**src/rtl/seq_stream_ctrl_pkg.sv**
```systemverilog
// Shared types and default widths for the serializer / detection-count slice.
package seq_stream_ctrl_pkg;
  typedef enum logic [1:0] {
    IDLE  = 2'd0,
    SHIFT = 2'd1,
    DRAIN = 2'd2
  } state_t;

  localparam int DEF_WORD_W = 8;
  localparam int DEF_CNT_W  = 16;

  // Width of a down-counter that must hold WORD_W-1; never narrower than 1.
  function automatic int bitcnt_w(input int word_w);
    return (word_w > 1) ? $clog2(word_w) : 1;
  endfunction
endpackage

```
**src/rtl/seq_stream_ctrl_if.sv**
```systemverilog
// Word-in handshake between a producer and the serializer.
interface seq_stream_ctrl_if #(parameter int WORD_W = 8);
  logic              in_valid;
  logic [WORD_W-1:0] in_data;
  logic              in_ready;

  modport master (output in_valid, output in_data, input in_ready);
  modport slave  (input in_valid, input in_data, output in_ready);
endinterface

```
**src/rtl/seq_stream_ctrl_det_counter.sv**
```systemverilog
// Saturating detection counter with sticky threshold flag; clear beats a coincident pulse.
module det_counter
  import seq_stream_ctrl_pkg::*;
#(
  parameter int CNT_W = DEF_CNT_W
) (
  input  logic             clk,
  input  logic             rst_n,
  input  logic             i_cnt_en,
  input  logic             i_det,
  input  logic             i_clear,
  input  logic [CNT_W-1:0] i_threshold,
  output logic [CNT_W-1:0] o_count,
  output logic             o_hit
);
  localparam logic [CNT_W-1:0] CNT_MAX = '1;

  logic [CNT_W-1:0] r_count;
  logic             r_hit;
  logic [CNT_W-1:0] w_next;
  logic             w_hit;

  always_comb begin
    w_next = r_count;
    if (i_cnt_en && i_det && (r_count != CNT_MAX)) w_next = r_count + 1'b1;
    // Compare against the post-edge count so a lowered threshold fires immediately.
    w_hit = (i_threshold != '0) && (w_next >= i_threshold);
  end

  always_ff @(posedge clk or negedge rst_n) begin
    if (!rst_n) begin
      r_count <= '0;
      r_hit   <= 1'b0;
    end else if (i_clear) begin
      r_count <= '0;
      r_hit   <= 1'b0;
    end else begin
      r_count <= w_next;
      if (w_hit) r_hit <= 1'b1;
    end
  end

  assign o_count = r_count;
  assign o_hit   = r_hit;
endmodule

```
**src/rtl/seq_stream_ctrl.sv**
```systemverilog
// MSB-first word serializer feeding an external Moore detector, with detection counting.
module seq_stream_ctrl
  import seq_stream_ctrl_pkg::*;
#(
  parameter int WORD_W = DEF_WORD_W,
  parameter int CNT_W  = DEF_CNT_W
) (
  input  logic             clock,
  input  logic             reset_n,
  input  logic             enable,
  seq_stream_ctrl_if.slave s_if,
  output logic             seq_out,
  output logic             seq_valid,
  input  logic             det_in,
  input  logic [CNT_W-1:0] threshold,
  input  logic             clear_count,
  output logic [CNT_W-1:0] det_count,
  output logic             thresh_hit,
  output logic             busy
);
  localparam int BW = bitcnt_w(WORD_W);

  state_t            r_state, w_state_nxt;
  logic [WORD_W-1:0] r_shift;
  logic [BW-1:0]     r_bitcnt;
  logic              r_armed;
  logic              w_ready, w_load, w_shift;

  always_ff @(posedge clock or negedge reset_n) begin
    if (!reset_n) r_state <= IDLE;
    else          r_state <= w_state_nxt;
  end

  always_comb begin
    w_state_nxt = r_state;
    w_ready     = 1'b0;
    w_load      = 1'b0;
    w_shift     = 1'b0;
    case (r_state)
      IDLE: begin
        w_ready = enable & r_armed;
        if (w_ready && s_if.in_valid) begin
          w_load      = 1'b1;
          w_state_nxt = SHIFT;
        end
      end
      SHIFT: begin
        w_shift = 1'b1;
        if (r_bitcnt == '0) begin
          // Last bit: accept the next word here so back-to-back words have no bubble.
          w_ready = enable & r_armed;
          if (w_ready && s_if.in_valid) w_load = 1'b1;
          else                          w_state_nxt = DRAIN;
        end
      end
      DRAIN:   w_state_nxt = IDLE;
      default: w_state_nxt = IDLE;
    endcase
  end

  always_ff @(posedge clock or negedge reset_n) begin
    if (!reset_n) begin
      r_shift  <= '0;
      r_bitcnt <= '0;
    end else if (w_load) begin
      r_shift  <= s_if.in_data;
      r_bitcnt <= BW'(WORD_W - 1);
    end else if (w_shift) begin
      r_shift <= r_shift << 1;
      if (r_bitcnt != '0) r_bitcnt <= r_bitcnt - 1'b1;
    end
  end

  // Holds off in_ready for the first edge after reset release.
  always_ff @(posedge clock or negedge reset_n) begin
    if (!reset_n) r_armed <= 1'b0;
    else          r_armed <= 1'b1;
  end

  assign s_if.in_ready = w_ready;
  assign seq_valid     = (r_state == SHIFT);
  assign seq_out       = (r_state == SHIFT) ? r_shift[WORD_W-1] : 1'b0;
  assign busy          = (r_state != IDLE);

  det_counter #(.CNT_W(CNT_W)) u_det_counter (
    .clk         (clock),
    .rst_n       (reset_n),
    .i_cnt_en    (r_state != IDLE),
    .i_det       (det_in),
    .i_clear     (clear_count),
    .i_threshold (threshold),
    .o_count     (det_count),
    .o_hit       (thresh_hit)
  );
endmodule

```
**src/flat_wrapper.sv**
```systemverilog
// flat-port wrapper written by rule: the top's interface ports become plain ports
module seq_stream_ctrl_flat import seq_stream_ctrl_pkg::*;
#(
  parameter int WORD_W = DEF_WORD_W,
  parameter int CNT_W  = DEF_CNT_W
)
  (clock, reset_n, enable, seq_out, seq_valid, det_in, threshold, clear_count, det_count, thresh_hit, busy, s_if_in_valid, s_if_in_data, s_if_in_ready);
  seq_stream_ctrl_if #(.WORD_W(WORD_W)) s_if_i ();
  input  logic clock;
  input  logic reset_n;
  input  logic enable;
  output logic seq_out;
  output logic seq_valid;
  input  logic det_in;
  input  logic [CNT_W-1:0] threshold;
  input  logic clear_count;
  output logic [CNT_W-1:0] det_count;
  output logic thresh_hit;
  output logic busy;
  input wire logic [$bits(s_if_i.in_valid)-1:0] s_if_in_valid;
  input wire logic [$bits(s_if_i.in_data)-1:0] s_if_in_data;
  output wire logic [$bits(s_if_i.in_ready)-1:0] s_if_in_ready;
  assign s_if_i.in_valid = s_if_in_valid;
  assign s_if_i.in_data = s_if_in_data;
  assign s_if_in_ready = s_if_i.in_ready;
  seq_stream_ctrl #(.WORD_W(WORD_W), .CNT_W(CNT_W)) u_core (.clock(clock), .reset_n(reset_n), .enable(enable), .s_if(s_if_i), .seq_out(seq_out), .seq_valid(seq_valid), .det_in(det_in), .threshold(threshold), .clear_count(clear_count), .det_count(det_count), .thresh_hit(thresh_hit), .busy(busy));
endmodule
```
**config.mk**
```make
export PLATFORM = sky130hd
export DESIGN_NAME = seq_stream_ctrl_flat
export DESIGN_NICKNAME = d
export VERILOG_FILES = /design/src/rtl/seq_stream_ctrl_pkg.sv /design/src/rtl/seq_stream_ctrl_if.sv /design/src/rtl/seq_stream_ctrl_det_counter.sv /design/src/rtl/seq_stream_ctrl.sv /design/src/flat_wrapper.sv
export SDC_FILE = /design/constraint.sdc
export NUM_CORES = 1
export LEC_CHECK = 0
export BUFFER_PORTS_ARGS = -buffer_cell sky130_fd_sc_hd__buf_2
export CORE_AREA = 8 8 75 110
export DETAILED_ROUTE_END_ITERATION = 16
export DIE_AREA = 0 0 83 118
export GPL_ROUTABILITY_DRIVEN = 0
export MAX_ROUTING_LAYER = met4
export SLEW_MARGIN = 5
export SYNTH_ARGS = -nofsm -noshare
export SYNTH_HDL_FRONTEND = slang
export SYNTH_SLANG_ARGS = --single-unit
```
**constraint.sdc**
```tcl
create_clock -name clock -period 6.2 [get_ports clock]
set_input_delay 1.55 -clock clock [delete_from_list [all_inputs] [get_ports clock]]
set_output_delay 1.55 -clock clock [all_outputs]
set_load 0.01 [all_outputs]
```
=== Word level (Yosys, flattened, before mapping) ===
Index checks and enable logic that the tools add are counted.

* Add/sub/neg operators: 2
* Order comparisons: 1
* Eq/ne operators: 5
* Multiplexer cells: 20
* Bitwise operators: 1
* Reductions and logical operators: 14

{| class="wikitable"
|+ Operators by type and width
! cell !! count
|-
| $mux W16 || 2
|-
| $add A16 B1 Y16 const B || 1
|-
| $ge A16 B16 Y1 || 1
|-
| $mux W8 || 2
|-
| $ne A16 B16 Y1 const B || 1
|-
| $reduce_bool A16 Y1 || 1
|-
| $mux W3 || 3
|-
| $reduce_bool A2 Y1 || 4
|-
| $mux W1 || 7
|-
| $mux W2 || 3
|-
| $logic_and A1 B1 Y1 || 4
|-
| $ne A2 B1 Y1 const B || 2
|-
| $pmux W1 S2 || 2
|-
| $pmux W2 S2 || 1
|-
| $logic_not A3 Y1 || 1
|-
| $reduce_and A3 Y1 || 1
|-
| $reduce_bool A3 Y1 || 1
|-
| $sub A3 B1 Y3 const B || 1
|-
| $eq A2 B1 Y1 const B || 1
|-
| $logic_not A2 Y1 || 1
|-
| $ne A2 B2 Y1 const B || 1
|-
| $reduce_and A2 Y1 || 1
|-
| $and A1 B1 Y1 || 1
|}

* Register bits: 31
* Input bits: 30
* Output and inout bits: 21
* Logic and storage cells: 49

=== Logic depth before layout (Yosys ltp) ===
Gate-level depths: netlist of the first run.

* Depth after elaboration: 8
* Depth in mapped cells: 10
* Mapped depth without buffers: 10

=== By module ===
A second synthesis of the first run with hierarchy kept.

* Cell total of the unflattened synthesis: 217
* Area total of the unflattened synthesis: 2,129.5 um^2

{| class="wikitable"
|+ Modules (own cells, without submodules)
! module !! instances !! cells an instance !! area an instance (um^2) !! seq. area each (um^2)
|-
| det_counter || 1 || 155 || 1,378.8 || 425.4
|-
| seq_stream_ctrl || 1 || 62 || 750.7 || 350.3
|}

=== Worst setup path before layout of the first run ===
No wires, ideal clock.

* Path type: input port to flip-flop
* Start: input port det_in
* End: register u_core.u_det_counter.r_hit, in the netlist u_core.u_det_counter.o_hit
* Setup time: 94 ps
* Arrival: 3,818 ps
* Required time: 6,106 ps
* Path slack: 2,288 ps
* Cell stages on the path: 9
* Buffers on the path: 0
* Cell sequence: o2111a_1 nand3_4 nor4_2 xor2_1 ha_1 nand4_1 or4_1 o32a_1 a211oi_1

* Cells in the longest elaborated chain, start to end: 6

{| class="wikitable"
|+ Ends and longest elaborated chain
! what !! line !! RTL
|-
| from (decl) || flat_wrapper.sv:14 || <nowiki>input logic det_in;</nowiki>
|-
| $logic_and A1 B1 Y1 (2 in series) || seq_stream_ctrl_det_counter.sv:25 || <nowiki>if (i_cnt_en && i_det && (r_count != CNT_MAX)) w_next = r_count + 1'b1;</nowiki>
|-
| $mux W16 || seq_stream_ctrl_det_counter.sv:25 ||
|-
| $ge A16 B16 Y1 || seq_stream_ctrl_det_counter.sv:27 || <nowiki>w_hit = (i_threshold != '0) && (w_next >= i_threshold);</nowiki>
|-
| $logic_and A1 B1 Y1 || seq_stream_ctrl_det_counter.sv:27 ||
|-
| $reduce_bool A2 Y1 (no line) || -- ||
|-
| to (signal assigned) || seq_stream_ctrl_det_counter.sv:33 || <nowiki>r_hit <= 1'b0;</nowiki>
|-
| to (signal assigned) || seq_stream_ctrl_det_counter.sv:36 || <nowiki>r_hit <= 1'b0;</nowiki>
|-
| to (signal assigned) || seq_stream_ctrl_det_counter.sv:39 || <nowiki>if (w_hit) r_hit <= 1'b1;</nowiki>
|-
| to (decl) || seq_stream_ctrl_det_counter.sv:19 || <nowiki>logic r_hit;</nowiki>
|}

Every way passes these cells.
A chain may end at the register's enable or synchronous reset.

=== Final worst setup path of the first run ===
Ends and elaborated chain as after synthesis.

==> results summary, run 1 <==
The run finished with clean final reports. The worst register-to-register path ends at u_core.u_det_counter.o_hit. The number of diodes added for antenna fixing came out at 0.

The quantity of hold-fixing buffers added after cts came out at 0. The number of endpoints with negative hold slack in the final report came out at 0. The worst hold path cell count is 2.

The launching point of the worst reg2reg path is u_core.u_det_counter.o_count[5]. The summed instance area of the synthesized netlist came out at 2247 sq um. The number of max-cap violations is 0.

The via density per instance came out at between 5 and 6. The count of different cell masters after synthesis is 46. The clock passes through at most 2 buffers. The final period utilization is a little under two thirds.

For this run the aggregate overflow at the end of global routing stands at 0. The post-CTS setup buffer count is 0. In this run, the number of DRC markers left after iteration 0 of detailed routing was 74. The end point of the most critical hold path is u_core.r_bitcnt[1]. For this run, the leading register cell type out of synthesis is dfrtp_1.

Dividing the detail-routed wire length by the instance count gives 15.79 um. The standard cell core area is around 6700 sq um. Counting flops with a built-in enable in the synthesized netlist gives 0. On the final layout, the worst clock skew is approximately 0.0073 ns. The worst hold path belongs to the class flip-flop to flip-flop. The library cell used most frequently in the layout, excluding fill and tap cells, is buf_2.

The final net count is ~350. The number of gates resized after cts is 0. The aggregate routed wire length came out at 5970 um. The total number of clock tree sinks came out at 31. The number of iterations in the first detailed-routing pass is 4. The startpoint of the worst hold path is u_core.r_bitcnt[1].

The final HPWL from detailed placement is 4677 um. The setup TNS after final layout came out at 0 ns. The overall fraction of global-route tracks in use came out at between 10% and 20%. STA classifies the critical path endpoint as a flip-flop.

The total power draw is ~650 uW. The full die area is around 10000 sq um. The highest fanout seen on the critical path came out at 5.

The proportion of power drawn by the clock network came out at between 20% and 30%. The critical path starts at det_in. The DRC violation count after routing is 0. The depth of the worst register-to-register path is 9. The library cells used most frequently in the layout, excluding fill and tap cells, are buf_2 (50), dfrtp_1 (31), nand2_1 (25), inv_1 (19), ha_1 (19). In this run the vertical extent of the chip is 118 um. Measured along the x axis, the die boundary spans a little over 80 um.

The net switching power of the design is ~220 uW. The clock latency reported for the late side of the worst-skew pair came out at roughly 0.28 ns. By startpoint and endpoint, the worst setup path is classified as primary input to flip-flop. The count of endpoints failing setup in the final report came out at 0.

The number of top-level pins came out at between 50 and 60. The port buffer count is 50. Setup repair after global routing left no endpoint under its margin. The number of cells produced by synthesis came out at roughly 250.

The critical path data arrival time is slightly above 4 ns. The Yosys step of the flow raised 0 warnings. The worst slew margin relative to its limit came out at approximately 44%. The starting density of the core came out at about a third. The tree is rooted in a clkbuf_8. The number of placement rows is 37. The clock slew at the register clock pins of the worst setup and hold paths came out at approximately 0.07 ns. Once detail routing completed, the nets flagged for antenna violations numbered 0.

The data required time of the worst path is about 6.4 ns. The synthesized design contains 31 register bits. Dividing the synthesized area by the synthesized cell count gives slightly above 9 sq um.

The share of cells above drive strength 1 is roughly 25%. Summing the sequential cell areas from Yosys gives between 30% and 40% of the chip area. The via count of the first global-routing pass came to 2,139. The count of H-tree levels built during CTS is 2.

The proportion of power drawn by flip-flops and latches came out at 41.6%. The switching share of total power came out at ~33%. The wire length of the first global-routing pass is a little under 10,000 um. Internal power comes to 434.9 uW. The post-synthesis async set-or-reset flop share came out at between 90% and 100%.

For this run, the top clock speed supported by timing is 254.5 MHz. For this design the ratio of total power to cell area is 244.5 nW/um^2. The worst setup path is launched from a primary input. The analysis attributes to cell leakage a power of between 0.001 and 0.0015 uW.

The number of standard cells in the final layout excluding fillers is around 380. TritonCTS built the clock tree. The net count after synthesis is around 300. The combinational share of power came out at a little over 30%.

The actual slew at the worst max-slew pin came out at approximately 0.84 ns. The area added between synthesis and finish came out at 18.99%. The setup slack of the worst register-to-register path came out at approximately 2.8 ns.

The post-route minimum period is about 3.9 ns. The largest vdd supply drop came out at 0.1688 mV. Once placement completed, the tool counted placed cells totaling 370. The max-slew violation total from the final report is 0. The detailed router placed around 2,000 vias in this run. The initial antenna violation count came out at 0.

The TritonCTS buffer count came out at 5. The maximum number of pins on one net before global-route repair is 32.
[how the worst max path moves through the flow]
stage / to
CTS: u_core.u_det_counter.o_hit
finish: u_core.u_det_counter.o_hit
detailed placement: u_core.u_det_counter.o_hit
global route: u_core.u_det_counter.o_hit
floorplan: u_core.u_det_counter.o_hit
global placement: u_core.u_det_counter.o_hit
[power groups by stage]
| stage | Sequential [uW] | Combinational, uW | Clock [uW] |
|---|---|---|---|
| 2_1_floorplan | 268 | 147 | 0 |
| 6_report | 272 | 204 | 178 |
| 5_1_grt | 276 | 236 | 192 |
| 3_3_place_gp | 274 | 201 | 0 |
| 3_5_place_dp | 275 | 206 | 0 |
| 4_1_cts | 272 | 208 | 184 |
[logic make-up after synthesis]
family,Yosys count,synth area share (%)
mux,18,8.575
other cells,1,0.1669
xor+xnor,9,3.508
fa+ha+maj,19,10.58
flops,31,34.52
buf+inv,25,4.287
compound gates,47,14.64
simple gates,97,23.72
[cells in the mapped netlist (3+ instances only)]
| cell type | instances | share of area, % |
|---|---|---|
| dfrtp_1 | 31 | 35 |
| nand2_1 | 25 | 4.2 |
| ha_1 | 19 | 11 |
| inv_1 | 19 | 3.2 |
| nor2_1 | 14 | 2.3 |
| a21oi_1 | 12 | 2.7 |
| o21ai_0 | 12 | 2.7 |
| nor2b_1 | 10 | 2.8 |
| mux2_2 | 9 | 4.5 |
| mux2i_1 | 8 | 3.6 |
| and3_1 | 7 | 1.9 |
| nand3_1 | 7 | 1.6 |
| nand4_1 | 7 | 1.9 |
| nor4_1 | 7 | 1.9 |
| nand2b_1 | 6 | 1.7 |
| xor2_1 | 6 | 2.3 |
| a211oi_1 | 5 | 1.7 |
| nor3_1 | 4 | 0.89 |
| clkbuf_1 | 3 | 0.50 |
| o21a_1 | 3 | 1.0 |
| xnor2_1 | 3 | 1.2 |
[sequential cells by signal, summed over array words and instances (netlist names)]
register / count
u_core.u_det_counter.o_count: 16
u_core.u_det_counter.o_hit: 1
u_core.r_shift: 8
u_core.r_state: 2
u_core.r_bitcnt: 3
u_core.r_armed: 1
[area by class of cell]
| cell class | count | area [sq um] |
|---|---|---|
| Fill cell | 660 | 4039 |
| Clock buffer | 8 | 100.1 |
| Multi-Input combinational cell | 191 | 1375 |
| Inverter | 20 | 75.07 |
| Tap cell | 78 | 97.59 |
| Timing Repair Buffer | 50 | 250.2 |
| Sequential cell | 31 | 775.7 |
[layer usage]
layer	part of all wire (%)	global-route usage, %
met4	4.6	7.616
met3	4.3	3.255
met1	42	12.54
met2	49	20.84
met5	0	-
[worst max-delay path, stage by stage]
cell and delay (ns):
buf_2 0.10, o21ai_0 0.25, nor4_1 0.38, mux2_2 0.38, ha_1 0.28, nand4_1 0.13
or4_1 0.53, o32a_1 0.29, a211oi_1 0.22
[stage by stage]
stage               area, sq um  util [%]  hold slack [ns]  setup WS [ns]
floorplan                  2247         -           0.4741          2.288
global placement           2574     38.34           0.4904          2.037
detailed placement         2574     38.34           0.5094          1.991
CTS                        2674     39.83           0.5249          2.282
global route               2674     39.83           0.5746          2.128
finish                     2674     39.83           0.5191          2.271
(Power assumes the default switching activity.)
==> run 2, diff against run 1 <==
--- a/config.mk
+++ b/config.mk
@@ -5,10 +5,11 @@
 export SDC_FILE = /design/constraint.sdc
 export NUM_CORES = 1
 export LEC_CHECK = 0
+export ABC_AREA = 1
 export BUFFER_PORTS_ARGS = -buffer_cell sky130_fd_sc_hd__buf_2
-export CORE_AREA = 8 8 75 110
+export CORE_AREA = 8 8 76 111
 export DETAILED_ROUTE_END_ITERATION = 16
-export DIE_AREA = 0 0 83 118
+export DIE_AREA = 0 0 84 119
 export GPL_ROUTABILITY_DRIVEN = 0
 export MAX_ROUTING_LAYER = met4
 export SLEW_MARGIN = 5
==> constraint.sdc (replaced) <==
create_clock -name clock -period 3.19 [get_ports clock]
set_input_delay 0.7975 -clock clock [delete_from_list [all_inputs] [get_ports clock]]
set_output_delay 0.7975 -clock clock [all_outputs]
set_load 0.01 [all_outputs]
==> run 2 against run 1 <==
  * Setup slack got worse by 1.8 ns
  * Synthesized cell count rose by 30%
  * Total power rose to 3.0 times the previous value
  * Largest cell class unchanged
  * First-iteration DRC count fell by 28%
  * Utilization rose by 0.32 points
  * Die area rose by 2.1%
  * Routed wire length fell by 1.8%
==> results summary, run 2 <==
The DRC violation count after routing is 0 (unchanged). The critical path data arrival time came out at 2.92 ns (-1.20 ns). The TritonCTS buffer count is 5 (unchanged). The net count after synthesis is 370 (+25%). The setup slack of the worst register-to-register path came out at 0.42 ns (-2.39 ns). The number of placement rows is 37 (unchanged). Yosys attributes the largest share of cell area to dfrtp_1 (33%), nand2_1 (13%), ha_1 (10%). The maximum number of pins on one net before global-route repair came to 32 (unchanged).

The count of H-tree levels built during CTS is 2 (unchanged). The number of vias in the routed layout is 2,137 (+6.4%). The highest fanout seen on the critical path came out at 24 (+19). The most common cell after layout, fill and taps aside is nand2_1. The max-slew violation total from the final report came out at 0 (unchanged). The final-layout fill cell count came out at 712 (+7.9%). The number of top-level pins came out at 51 (unchanged). The post-CTS setup buffer count came out at 0 (unchanged). The routed length per instance is 12.97 um (-18%).

The full die area is 9996 sq um (+2.1%). The number of flops mapped to enable cells by yosys came out at 0 (unchanged). Walking the worst path, the cells encountered are ha_1 -> nand2_2 -> inv_2 -> nand2_4 -> nor2_4 -> nand3_2 -> nand2_4 -> inv_4 -> o21ai_2 -> inv_2 -> ha_1 -> nand2_1 -> inv_1 -> nand2_1 -> nand2_1 -> nor2_1 -> nand2_1 -> nand2_1 -> nand2_1 -> nand2_1 -> a21oi_1. The critical path is of the flip-flop to flip-flop type. The starting density of the core came out at 34.25% (+0.78 points). The clock slew at the register clock pins of the worst setup and hold paths was 0.07 ns (about the same).

The area growth from synthesis to layout is 17.23%. The worst setup path is launched from a flip-flop. The quantity of hold-fixing buffers added after cts came out at 0 (unchanged).

Setup repair after global routing left no endpoint under its margin. The power density of the placed cells came out at 710.6 nW/um^2 (+190%). The number of synthesized register bits is 31 (unchanged).

By instance count, the leading cell after synthesis is nand2_1. The largest vdd supply drop was 0.3334 mV (+97%). The aggregate routed wire length came out at 5864 um (-1.8%). The slowest cell on the critical path is dfrtp_1. The share of cells above drive strength 1 is 24.60% (-0.40 points). The portion of synthesized cell area occupied by the leading cell type is 33.28% (-1.2 points).

The number of diodes added for antenna fixing is 0 (unchanged). The summed instance area of the synthesized netlist is 2331 sq um (+3.7%). The library cells used most frequently in the layout, excluding fill and tap cells, are nand2_1 (79), inv_1 (58), buf_2 (50), dfrtp_1 (31), nor2_1 (25). The sequential area share after synthesis is 33.28% (-1.2 points).

The worst slew margin relative to its limit is 53.28% (+9.6 points). The total number of clock tree sinks came out at 31 (unchanged). The flow ran to the end, and the final reports show no timing, DRC or antenna violations. The vertical die dimension came out at 119 um (+0.85%). TritonCTS built the clock tree. The clock latency reported for the late side of the worst-skew pair is 0.28 ns (about the same). The number of max-cap violations came to 0 (unchanged). The via count of the first global-routing pass is 2,309 (+7.9%). The total global routing overflow is 0 (unchanged). Broken down by cell family, the worst path's largest delay share belongs to simple AND/OR/NAND/NOR gates.

The flip-flop cell with the highest count after synthesis is dfrtp_1. The mean cell area of the mapped netlist is 7.262 sq um (-20%). The count of endpoints failing setup in the final report is 0 (unchanged). The number of cells produced by synthesis came out at 321 (+30%). The worst slack on hold paths was 0.5062 ns (-0.01293 ns). The commonest cells after synthesis are nand2_1 (79), inv_1 (58), dfrtp_1 (31). The standard cell core area was 6805 sq um (+1.4%).

The number of endpoints with negative hold slack in the final report came to 0 (unchanged). The maximum cell stage delay along the critical path came out at 0.50 ns (-0.03 ns). The final HPWL from detailed placement came out at 4860 um (+3.9%). The data required time of the worst path was 3.34 ns (-3.05 ns). The final net count came out at 423 (+22%). The area of combinational cells with multiple inputs is 1282 sq um (-6.7%). The final period utilization came out at just under 90%. The setup TNS after final layout came out at 0 ns (unchanged). The area of all sequential standard cells was 775.7 sq um (unchanged). The number of flip-flops in the largest register came out at 16 (unchanged).

The count of different cell masters after synthesis is 32 (-30%). The final antenna-violating net count came to 0 (unchanged). The overall fraction of global-route tracks in use came out at 12.87% (+0.46 points). The achievable clock frequency is around 360 MHz.

The first-iteration detailed-routing DRC count came out at 53 (-28%). The number of gates resized after cts came out at 0 (unchanged). The worst hold-check path type is flip-flop to flip-flop.

The total of warnings raised by yosys came out at 0 (unchanged). The biggest area contributor in the post-synthesis netlist is dfrtp_1. The maximum number of buffers from clock root to sink is 2 (unchanged). The static leakage power came out at 0.001557 uW (+15%). The die width came out at 84 um (+1.2%).

The maximum clock skew at final layout is 0.006540 ns (-0.0007755 ns). The port buffer count came out at 50 (unchanged). The wire length of the first global-routing pass came out at 10,300 um (+4.0%).

The post-route minimum period is 2.768 ns. The actual slew at the worst max-slew pin is 0.7007 ns (-0.1418 ns). The root buffer cell chosen for the clock tree is clkbuf_8. The most numerous cell type found on the critical path is nand2_1. The via density per instance came to 4.728 (-11%).

The number of iterations in the first detailed-routing pass came out at 4 (unchanged). The initial antenna violation count came to 0 (unchanged). The post-synthesis async set-or-reset flop share came out at 100.0% (unchanged). The buffer and inverter count on the worst path came out at 4 (+3). The worst setup path is captured at a flip-flop.
[run 2: cell types whose count changed in the layout (fill, tap and decap cells not counted), sizes merged, moves of 4 or more]
cell	change
nand2	+63
inv	+41
nor2	+22
nand3	+16
mux2	-10
nor2b	-10
mux2i	-8
and3	-7
nor4	-7
nand2b	-6
a211oi	-5
xor2	+4
[run 2: metal layers]
metal	routed length (um)	global-route usage (%)
met1	2304	13.04
met2	3085	22.52
met3	284	3.274
met4	190	6.074
met5	0	-
[run 2: path summary, 6_finish.rpt]
kind | start | cells after the start | end
min in group asynchronous | reset_n | 1 | u_core.u_det_counter.o_count[6]
worst max register to register | u_core.u_det_counter.o_count[0] | 21 | u_core.u_det_counter.o_hit
max in group asynchronous | reset_n | 1 | u_core.u_det_counter.o_count[1]
worst min-delay path | u_core.r_shift[7] | 2 | u_core.r_shift[7]
worst min register to register | u_core.r_shift[7] | 2 | u_core.r_shift[7]
worst max-delay path | u_core.u_det_counter.o_count[0] | 21 | u_core.u_det_counter.o_hit
[run 2: power by group]
part           internal [uW]  switching, uW  total [uW]
sequential               522            133         654
combinational            367            607         974
clock                    169            145         314
[run 2: logic make-up after synthesis]
group,count (synthesis),share of synthesized area [%]
buf+inv,67,11.70
other cells,1,0.1609
compound gates,26,7.300
flops,31,33.28
fa+ha+maj,19,10.20
xor+xnor,11,4.133
simple gates,166,33.23
[run 2: metrics by stage]
stage / util (%) / cells / power (uW) / worst slack (ns) / area, sq um
floorplan: - / 321 / 1360 / 0.6544 / 2331
CTS: 40.15 / 452 / 1976 / 0.4027 / 2733
detailed placement: 38.87 / 445 / 1650 / 0.3649 / 2645
global route: 40.15 / 452 / 2151 / 0.09737 / 2733
finish: 40.15 / 452 / 1942 / 0.4219 / 2733
global placement: 38.87 / 445 / 1621 / 0.3919 / 2645
[run 2: area by class of cell]
class	count	share of cell area, %
inverter	63	8.745
clock inverter	1	0.1832
clock buffer	6	3.022
sequential	31	28.39
timing repair buffer	50	9.158
multi-input combinational	223	46.93
tap	78	3.571
[run 2: worst min-delay path, cell delays in order, from the launching register on]
cell and delay, ns:
dfrtp_1 0.35, nand2_1 0.05, nand3_1 0.07
